## src/rtl/uart_rx_fifo_if.sv

```systemverilog
// Bus bundle between the UART receiver/CPU register side (master) and the receive FIFO (slave).
// Optional UART_RX_FIFO_IRQ_EN adds the irq_thresh / irq pair.
interface uart_rx_fifo_if #(
   parameter int DEPTH = 16,
   parameter int WIDTH = 8
);
   localparam int ADDR_W = $clog2(DEPTH);

   logic [WIDTH-1:0]  rx_data;
   logic              rx_done;
   logic              rd_en;
   logic              flush;
   logic              ovr_clr;
   logic [WIDTH-1:0]  rd_data;
   logic              empty;
   logic              full;
   logic [ADDR_W:0]   count;
   logic              overrun;
`ifdef UART_RX_FIFO_IRQ_EN
   logic [ADDR_W:0]   irq_thresh;
   logic              irq;
`endif

`ifdef UART_RX_FIFO_IRQ_EN
   modport master (
      output rx_data, rx_done, rd_en, flush, ovr_clr, irq_thresh,
      input  rd_data, empty, full, count, overrun, irq
   );
   modport slave (
      input  rx_data, rx_done, rd_en, flush, ovr_clr, irq_thresh,
      output rd_data, empty, full, count, overrun, irq
   );
`else
   modport master (
      output rx_data, rx_done, rd_en, flush, ovr_clr,
      input  rd_data, empty, full, count, overrun
   );
   modport slave (
      input  rx_data, rx_done, rd_en, flush, ovr_clr,
      output rd_data, empty, full, count, overrun
   );
`endif
endinterface

```

## src/rtl/uart_rx_fifo.sv

```systemverilog
// UART receive FIFO: circular first-word-fall-through byte buffer with sticky overrun.
// Define UART_RX_FIFO_IRQ_EN to add a registered threshold/overrun interrupt.
module uart_rx_fifo #(
   parameter int DEPTH = 16,
   parameter int WIDTH = 8
) (
   input  logic           clk,
   input  logic           nrst,
   uart_rx_fifo_if.slave  bus
);
   localparam int ADDR_W = $clog2(DEPTH);
   localparam logic [ADDR_W:0] FULL_CNT = (ADDR_W+1)'(DEPTH);

   logic [WIDTH-1:0]  mem [DEPTH];
   logic [ADDR_W-1:0] wr_ptr;
   logic [ADDR_W-1:0] rd_ptr;
   logic [ADDR_W:0]   cnt;
   logic              ovr;

   logic              is_empty;
   logic              is_full;
   logic              do_push;
   logic              do_pop;
   logic              ovr_set;
   logic [ADDR_W:0]   cnt_next;
   logic              ovr_next;

   // A full FIFO still accepts a byte when the head leaves in the same cycle.
   always_comb begin
      is_empty = (cnt == '0);
      is_full  = (cnt == FULL_CNT);
      do_pop   = bus.rd_en && !is_empty;
      do_push  = bus.rx_done && (!is_full || do_pop);
      ovr_set  = bus.rx_done && is_full && !bus.rd_en && !bus.flush;
      ovr_next = ovr_set || (ovr && !bus.ovr_clr);
      cnt_next = cnt;
      if (bus.flush) begin
         cnt_next = '0;
      end else if (do_push && !do_pop) begin
         cnt_next = cnt + (ADDR_W+1)'(1);
      end else if (do_pop && !do_push) begin
         cnt_next = cnt - (ADDR_W+1)'(1);
      end
   end

   always_ff @(posedge clk or negedge nrst) begin
      if (!nrst) begin
         wr_ptr <= '0;
         rd_ptr <= '0;
         cnt    <= '0;
         ovr    <= 1'b0;
      end else begin
         cnt <= cnt_next;
         ovr <= ovr_next;
         if (bus.flush) begin
            wr_ptr <= '0;
            rd_ptr <= '0;
         end else begin
            if (do_push) begin
               wr_ptr <= wr_ptr + ADDR_W'(1);
            end
            if (do_pop) begin
               rd_ptr <= rd_ptr + ADDR_W'(1);
            end
         end
      end
   end

   // Storage carries no reset; empty gating on rd_data hides stale contents.
   always_ff @(posedge clk) begin
      if (do_push && !bus.flush) begin
         mem[wr_ptr] <= bus.rx_data;
      end
   end

   assign bus.rd_data = is_empty ? '0 : mem[rd_ptr];
   assign bus.empty   = is_empty;
   assign bus.full    = is_full;
   assign bus.count   = cnt;
   assign bus.overrun = ovr;

`ifdef UART_RX_FIFO_IRQ_EN
   logic irq_q;
   logic irq_next;

   // Evaluated on next-state values so irq moves in the same cycle as count.
   always_comb begin
      irq_next = ((cnt_next >= bus.irq_thresh) && (bus.irq_thresh != '0)) || ovr_next;
   end

   always_ff @(posedge clk or negedge nrst) begin
      if (!nrst) begin
         irq_q <= 1'b0;
      end else begin
         irq_q <= irq_next;
      end
   end

   assign bus.irq = irq_q;
`endif
endmodule

```

## src/flat_wrapper.sv

```systemverilog
// flat-port wrapper written by rule: the top's interface ports become plain ports
module uart_rx_fifo_flat 
#(
   parameter int DEPTH = 16,
   parameter int WIDTH = 8
)
  (clk, nrst, bus_rx_data, bus_rx_done, bus_rd_en, bus_flush, bus_ovr_clr, bus_rd_data, bus_empty, bus_full, bus_count, bus_overrun);
  uart_rx_fifo_if #(.DEPTH(DEPTH), .WIDTH(WIDTH)) bus_i ();
  input  logic clk;
  input  logic nrst;
  input wire logic [$bits(bus_i.rx_data)-1:0] bus_rx_data;
  input wire logic [$bits(bus_i.rx_done)-1:0] bus_rx_done;
  input wire logic [$bits(bus_i.rd_en)-1:0] bus_rd_en;
  input wire logic [$bits(bus_i.flush)-1:0] bus_flush;
  input wire logic [$bits(bus_i.ovr_clr)-1:0] bus_ovr_clr;
  output wire logic [$bits(bus_i.rd_data)-1:0] bus_rd_data;
  output wire logic [$bits(bus_i.empty)-1:0] bus_empty;
  output wire logic [$bits(bus_i.full)-1:0] bus_full;
  output wire logic [$bits(bus_i.count)-1:0] bus_count;
  output wire logic [$bits(bus_i.overrun)-1:0] bus_overrun;
  assign bus_i.rx_data = bus_rx_data;
  assign bus_i.rx_done = bus_rx_done;
  assign bus_i.rd_en = bus_rd_en;
  assign bus_i.flush = bus_flush;
  assign bus_i.ovr_clr = bus_ovr_clr;
  assign bus_rd_data = bus_i.rd_data;
  assign bus_empty = bus_i.empty;
  assign bus_full = bus_i.full;
  assign bus_count = bus_i.count;
  assign bus_overrun = bus_i.overrun;
  uart_rx_fifo #(.DEPTH(DEPTH), .WIDTH(WIDTH)) u_core (.clk(clk), .nrst(nrst), .bus(bus_i));
endmodule
```

## config.mk

```make
export PLATFORM = sky130hd
export DESIGN_NAME = uart_rx_fifo_flat
export DESIGN_NICKNAME = d
export VERILOG_FILES = /design/src/rtl/uart_rx_fifo_if.sv /design/src/rtl/uart_rx_fifo.sv /design/src/flat_wrapper.sv
export SDC_FILE = /design/constraint.sdc
export NUM_CORES = 1
export LEC_CHECK = 0
export BUFFER_PORTS_ARGS = -buffer_cell sky130_fd_sc_hd__buf_2
export CORE_MARGIN = 2
export CORE_UTILIZATION = 68
export CTS_BUF_LIST = sky130_fd_sc_hd__clkbuf_8
export DETAILED_ROUTE_END_ITERATION = 6
export GPL_TIMING_DRIVEN = 0
export PLACE_DENSITY = 0.87
export SLEW_MARGIN = 20
export SYNTH_ARGS = -nofsm -noshare
export SYNTH_HDL_FRONTEND = slang
export SYNTH_SLANG_ARGS = --single-unit
```

## constraint.sdc

```tcl
create_clock -name clk -period 8.65 [get_ports clk]
set_clock_uncertainty 0.15 [all_clocks]
set_input_delay 0.4325 -clock clk [delete_from_list [all_inputs] [get_ports clk]]
set_output_delay 0.4325 -clock clk [all_outputs]
set_load 0.02 [all_outputs]
```

# [After elaboration in Yosys (flattened, before gate mapping)]
# Memories as Yosys holds them, arrays and structs flattened.
# Index checks and enable logic that the tools add are counted.
[totals] regBits=14 input_bits=14 rom_bits=0 n_memories=1 latch_bits=0 out_inout_bits=16 ram_bits=128
[memory_table] name="u_core.mem" depth=16 width=8 rd=1 rd_clocked_by_memory_dff=0 write_ports=1 line_no="uart_rx_fifo.sv:14" source="logic [WIDTH-1:0] mem [DEPTH];"
[classes] n_lt_le_gt_ge=0 addsub=4 n_eq_ne=1 n_shift=0 reduce_logical=22 div_mod_pow=0 muxes=10 multipliers=0 bitwise=0
[ops] cell="two-way mux 4 bit" count=4
[ops] cell="two-way mux 5 bit" count=3
[ops] cell="logical AND 1 bit" count=9
[ops] cell="adder 4 x 1 -> 4 bit (second input constant)" count=2
[ops] cell="two-way mux 8 bit" count=1
[ops] cell="logical NOT 1 bit" count=7
[ops] cell="adder 5 x 1 -> 5 bit (second input constant)" count=1
[ops] cell="equality test 5 bit (second input constant)" count=1
[ops] cell="logical NOT 5 bit" count=1
[ops] cell="subtractor 5 x 1 -> 5 bit (second input constant)" count=1
[ops] cell="nonzero test 2 bit" count=2
[ops] cell="nonzero test 3 bit" count=1
[ops] cell="logical OR 1 bit" count=2
[ops] cell="two-way mux 1 bit" count=2

# [Longest topological paths before layout]
[logic_depth] ltp_word=10 mapped_depth=9

# [Least setup slack after synthesis]
# No wires, ideal clock.
[synth_path] kind="register -> register" startpoint="register u_core.cnt[1], in the netlist u_core.bus.count[1]" endpoint="register u_core.cnt[4], in the netlist u_core.bus.count[4]" setup_time_ns=0.088 arrival_ns=2.729 synth_period_minus_slack_ns=2.967 path_buffers=1 path_slack_ns=5.683 path_stages_with_launch=10 path_cell_list="dfrtp_1 or4_4 buf_2 o21ai_2 nand2_1 ha_1 a21oi_1 nand2_1 or3_1 a41oi_1"
[synth_via] elab_chain_len=8 elab_cells_between_ends=17 cone_classes="add/sub (2); eq/ne (1); mux (3); reduce/logical (11)"
[synth_rtl] element="start: declaration" line_no="uart_rx_fifo.sv:17" source="logic [ADDR_W:0] cnt;"
[synth_rtl] element="start signal: assignment" line_no="uart_rx_fifo.sv:53" source="cnt <= cnt_next;"
[synth_rtl] element="branches (longest 8 deep; another with subtractor 5 x 1 -> 5 bit)"
# Several ways; the timed one is not identified. The select of a mux whose other input is x is not followed.
# A chain may end at the register's enable or synchronous reset.

# [Worst setup path after layout]
[layout_path] startpoint="register u_core.rd_ptr[1]" endpoint="output port bus_rd_data[4]"
[layout_via] elab_chain_len=2
[layout_rtl] element="start: declaration" line_no="uart_rx_fifo.sv:16" source="logic [ADDR_W-1:0] rd_ptr;"
[layout_rtl] element="start signal: assignment" line_no="uart_rx_fifo.sv:63" source="rd_ptr <= rd_ptr + ADDR_W'(1);"
[layout_rtl] element="memory (16 x 8 bit)"
[layout_rtl] element="two-way mux 8 bit" line_no="uart_rx_fifo.sv:76" source="assign bus.rd_data = is_empty ? '0 : mem[rd_ptr];"
[layout_rtl] element="end: declaration" line_no="flat_wrapper.sv:16" source="output wire logic [$bits(bus_i.rd_data)-1:0] bus_rd_data;"
# Every way passes these cells.

==> metrics.yaml <==
status: "finished, final reports clean"
cts.root.buffer_cell: "sky130_fd_sc_hd__clkbuf_8"
dr.max_layer_used: "met4"
yosysSeqAreaShare_pct: 71.6
synth_top_family_by_area: "multiplexers"
layout.nets: 372
ys_seq_elements: 142
fp.coreArea_sq_um: 8300
flow.area_growth_from_synthesis_pct: 13.0
power.ir.vdd_worst_uv: 192
place.gp.congestion: 0.769
worst_slew_margin_rel_pct: 30.0
critPathMaxFanout: 10
period_utilisation_layout_pct: 41.6
unrepaired_setup_endpoints_after_global_routing: "no"
most_common_library_cell_in_the_layout_ignoring_fill_and_taps: "sky130_fd_sc_hd__edfxtp_1"
start_util_pct: 70.6
post_synth_num_cell_types: 35
clkTransAtPathRegs_ns: 0.07
fillerInstances: 400
mappedNetlistArea_sq_um: 5860
layout.core_utilization_pct: 79.8
cts_made_buffers: 17
detail_route.first_pass.iterations: 5
yosys.area_share.xor_xnor_pct: 0.897
num_rows: 33
power.internal_mw: 1.34
drt-met1-wl_mm: 4.44
timing_hold_violations_final: 0
synth_warnings: 0
yosysTopAreaCell: "sky130_fd_sc_hd__edfxtp_1"
drt_first_iter_violations: 338
worstSkewPairLatency_ns: 0.43
wl_per_cell_um: 24.4
drc: 0
critical_path_sink_type: "primary output"
power.switching_fraction_pct: 27.5
yosysTopAreaCellShare_pct: 65.6
design.die.area_sq_um: 9380
post_synth_and_or_nand_nor_area_fraction_pct: 4.98
antenna_violations_before_repair: 1
dp.cells: 433
clkPwrFrac_pct: 33.6
clock_sink_count: 142
synth_nets: 323
setup-tns-final_ns: 0
setup_violations: 0
worstMarginPinSlew_ns: 1.05
most-common-layout-cells: "sky130_fd_sc_hd__edfxtp_1 (128), sky130_fd_sc_hd__mux4_2 (40), sky130_fd_sc_hd__buf_2 (34)"
route.vias.total: 3007
cts.path.max_buffers: 2
cp_data_required_time_ns: 8.07
routed_via_density: 6.45
timing_max_transition_violations_final: 0
pwr-share-comb_pct: 23.6
synth.area.top_cells: "sky130_fd_sc_hd__edfxtp_1 (66%), sky130_fd_sc_hd__mux4_2 (15%), sky130_fd_sc_hd__dfrtp_1 (6.0%), sky130_fd_sc_hd__ha_1 (1.9%), sky130_fd_sc_hd__nor2_1 (1.8%)"
timing.critical_path.arrival_ns: 3.02
synthMuxAreaShare_pct: 16.8
route.final.wire_length_mm: 11.3
synthFlopType: "sky130_fd_sc_hd__edfxtp_1"
kind_of_critical_path: "flip-flop to primary output"
total_switching_power_mw: 0.507
grt_pass1_wl_mm: 17.4
pwr_density_cell_nw_per_um2: 278
final_cells: 466
fp.dieW_um: 96.8
met2RoutedLength_mm: 5.72
post_synth_fa_ha_maj_area_fraction_pct: 2.26
cts_resized: 0
min_clock_period_post_route_ns: 3.60
ant_nets: 0
synthCells: 299
dpl.hpwl_mm: 7.28
detailroute.wirelength.met3_um: 848
grt_max_degree: 17
startpoint_types: "flip-flop"
global_route.usage.total_pct: 25.9
synth_compound_gate_area_share_pct: 2.05
drive_gt1_share_pct: 31.7
synth-edff-count: 128
maxClockFrequency_ghz: 0.278
htreeDepth: 4
via_count_of_the_first_global_routing_pass: 3033
grt_overflow: 0
avgSynthCellArea_sq_um: 19.6
ys_async_sr_fraction_pct: 9.86
io-pin-count: 30
cts_tree: "built"
io_buf_count: 29
cap_violations: 0
die-height_um: 96.8
power.static_leakage_nw: 2.25
timing.hold.worst.class: "input port to flip-flop"
seq_power_share_pct: 42.8
[final timing paths]
kind,cells past startpoint,slack (ns),from,to
worst max-delay path,6,5.05,u_core.rd_ptr[1]$_DFFE_PN0P_,bus_rd_data[4]
worst min-delay path,2,0.05,bus_ovr_clr,u_core.bus.overrun$_DFF_PN0_
worst max register to register,9,5.40,u_core.bus.count[0]$_DFFE_PN0P_,u_core.bus.count[4]$_DFFE_PN0P_
worst min register to register,2,0.42,u_core.bus.overrun$_DFF_PN0_,u_core.bus.overrun$_DFF_PN0_
max in group asynchronous,2,7.78,nrst,u_core.rd_ptr[0]$_DFFE_PN0P_
min in group asynchronous,2,0.30,nrst,u_core.bus.count[0]$_DFFE_PN0P_
[timing repair]
action	4_1_cts	5_1_grt
hold endpoints to repair	14	0
setup buffers	0	0
endpoints found under the setup margin	0	0
hold buffers	1	0
[layout make-up]
| class | count | area, sq um | area share [%] |
|---|---|---|---|
| Multi-Input combinational cell | 139 | 1580 | 23.9 |
| Antenna cell | 1 | 2.50 | 0.0378 |
| Buffer | 13 | 62.6 | 0.945 |
| Timing Repair Buffer | 30 | 155 | 2.34 |
| Inverter | 5 | 18.8 | 0.283 |
| Clock inverter | 14 | 240 | 3.63 |
| Clock buffer | 17 | 234 | 3.53 |
| Sequential cell | 142 | 4190 | 63.3 |
| Tap cell | 105 | 131 | 1.98 |
[cells in the mapped netlist (5+ instances only)]
library cell               count
sky130_fd_sc_hd__ha_1          9
sky130_fd_sc_hd__nor2_1       28
sky130_fd_sc_hd__nand2_1       7
sky130_fd_sc_hd__inv_1         5
sky130_fd_sc_hd__nor2b_1      11
sky130_fd_sc_hd__mux4_2       40
sky130_fd_sc_hd__buf_2         5
sky130_fd_sc_hd__dfrtp_1      14
sky130_fd_sc_hd__clkbuf_1      6
sky130_fd_sc_hd__edfxtp_1    128
[registers in the layout, summed over array words and instances (netlist names)]
signal and flops:
u_core.mem 128, u_core.bus.count 5, u_core.rd_ptr 4, u_core.wr_ptr 4, u_core.bus.overrun 1
[metal layers]
layer  vias up  track usage (%)
met5         -                0
met1      1534             35.8
met4         0             10.7
li1       1297                -
met3        28             7.01
met2       148             40.1
[power by group through the flow]
stage                     combinational, mW  clock, mW  sequential, mW
after floorplan                       0.302          0           0.811
final                                 0.434      0.620           0.789
after global placement                0.413          0           0.801
after global routing                  0.467      0.649           0.791
after CTS                             0.437      0.624           0.788
after detailed placement              0.429          0           0.803
[cells by family after synthesis]
kind of cell / after synthesis
compound gates: 16
xor+xnor: 6
fa+ha+maj: 10
buf+inv: 18
flops: 142
mux: 47
simple gates: 60
[metrics by stage]
stage	area [sq um]	power, mW	hold WS [ns]	setup WS (ns)
after floorplan	5860	1.11	-0.0131	5.68
after global placement	6140	1.21	0.200	5.51
after detailed placement	6140	1.23	0.199	5.43
after global routing	6620	1.91	0.0707	4.94
final	6620	1.84	0.0535	5.05
after CTS	6620	1.85	0.0307	5.05
[worst max-delay path: stages, from the launching register on]
cell                       delay (ns)
sky130_fd_sc_hd__dfrtp_1         0.36
sky130_fd_sc_hd__clkbuf_1        0.40
sky130_fd_sc_hd__clkbuf_1        0.51
sky130_fd_sc_hd__mux4_2          0.46
sky130_fd_sc_hd__mux4_2          0.52
sky130_fd_sc_hd__nor2b_1         0.14
sky130_fd_sc_hd__buf_2           0.19
Note: power is estimated with default switching activity, not from simulation.
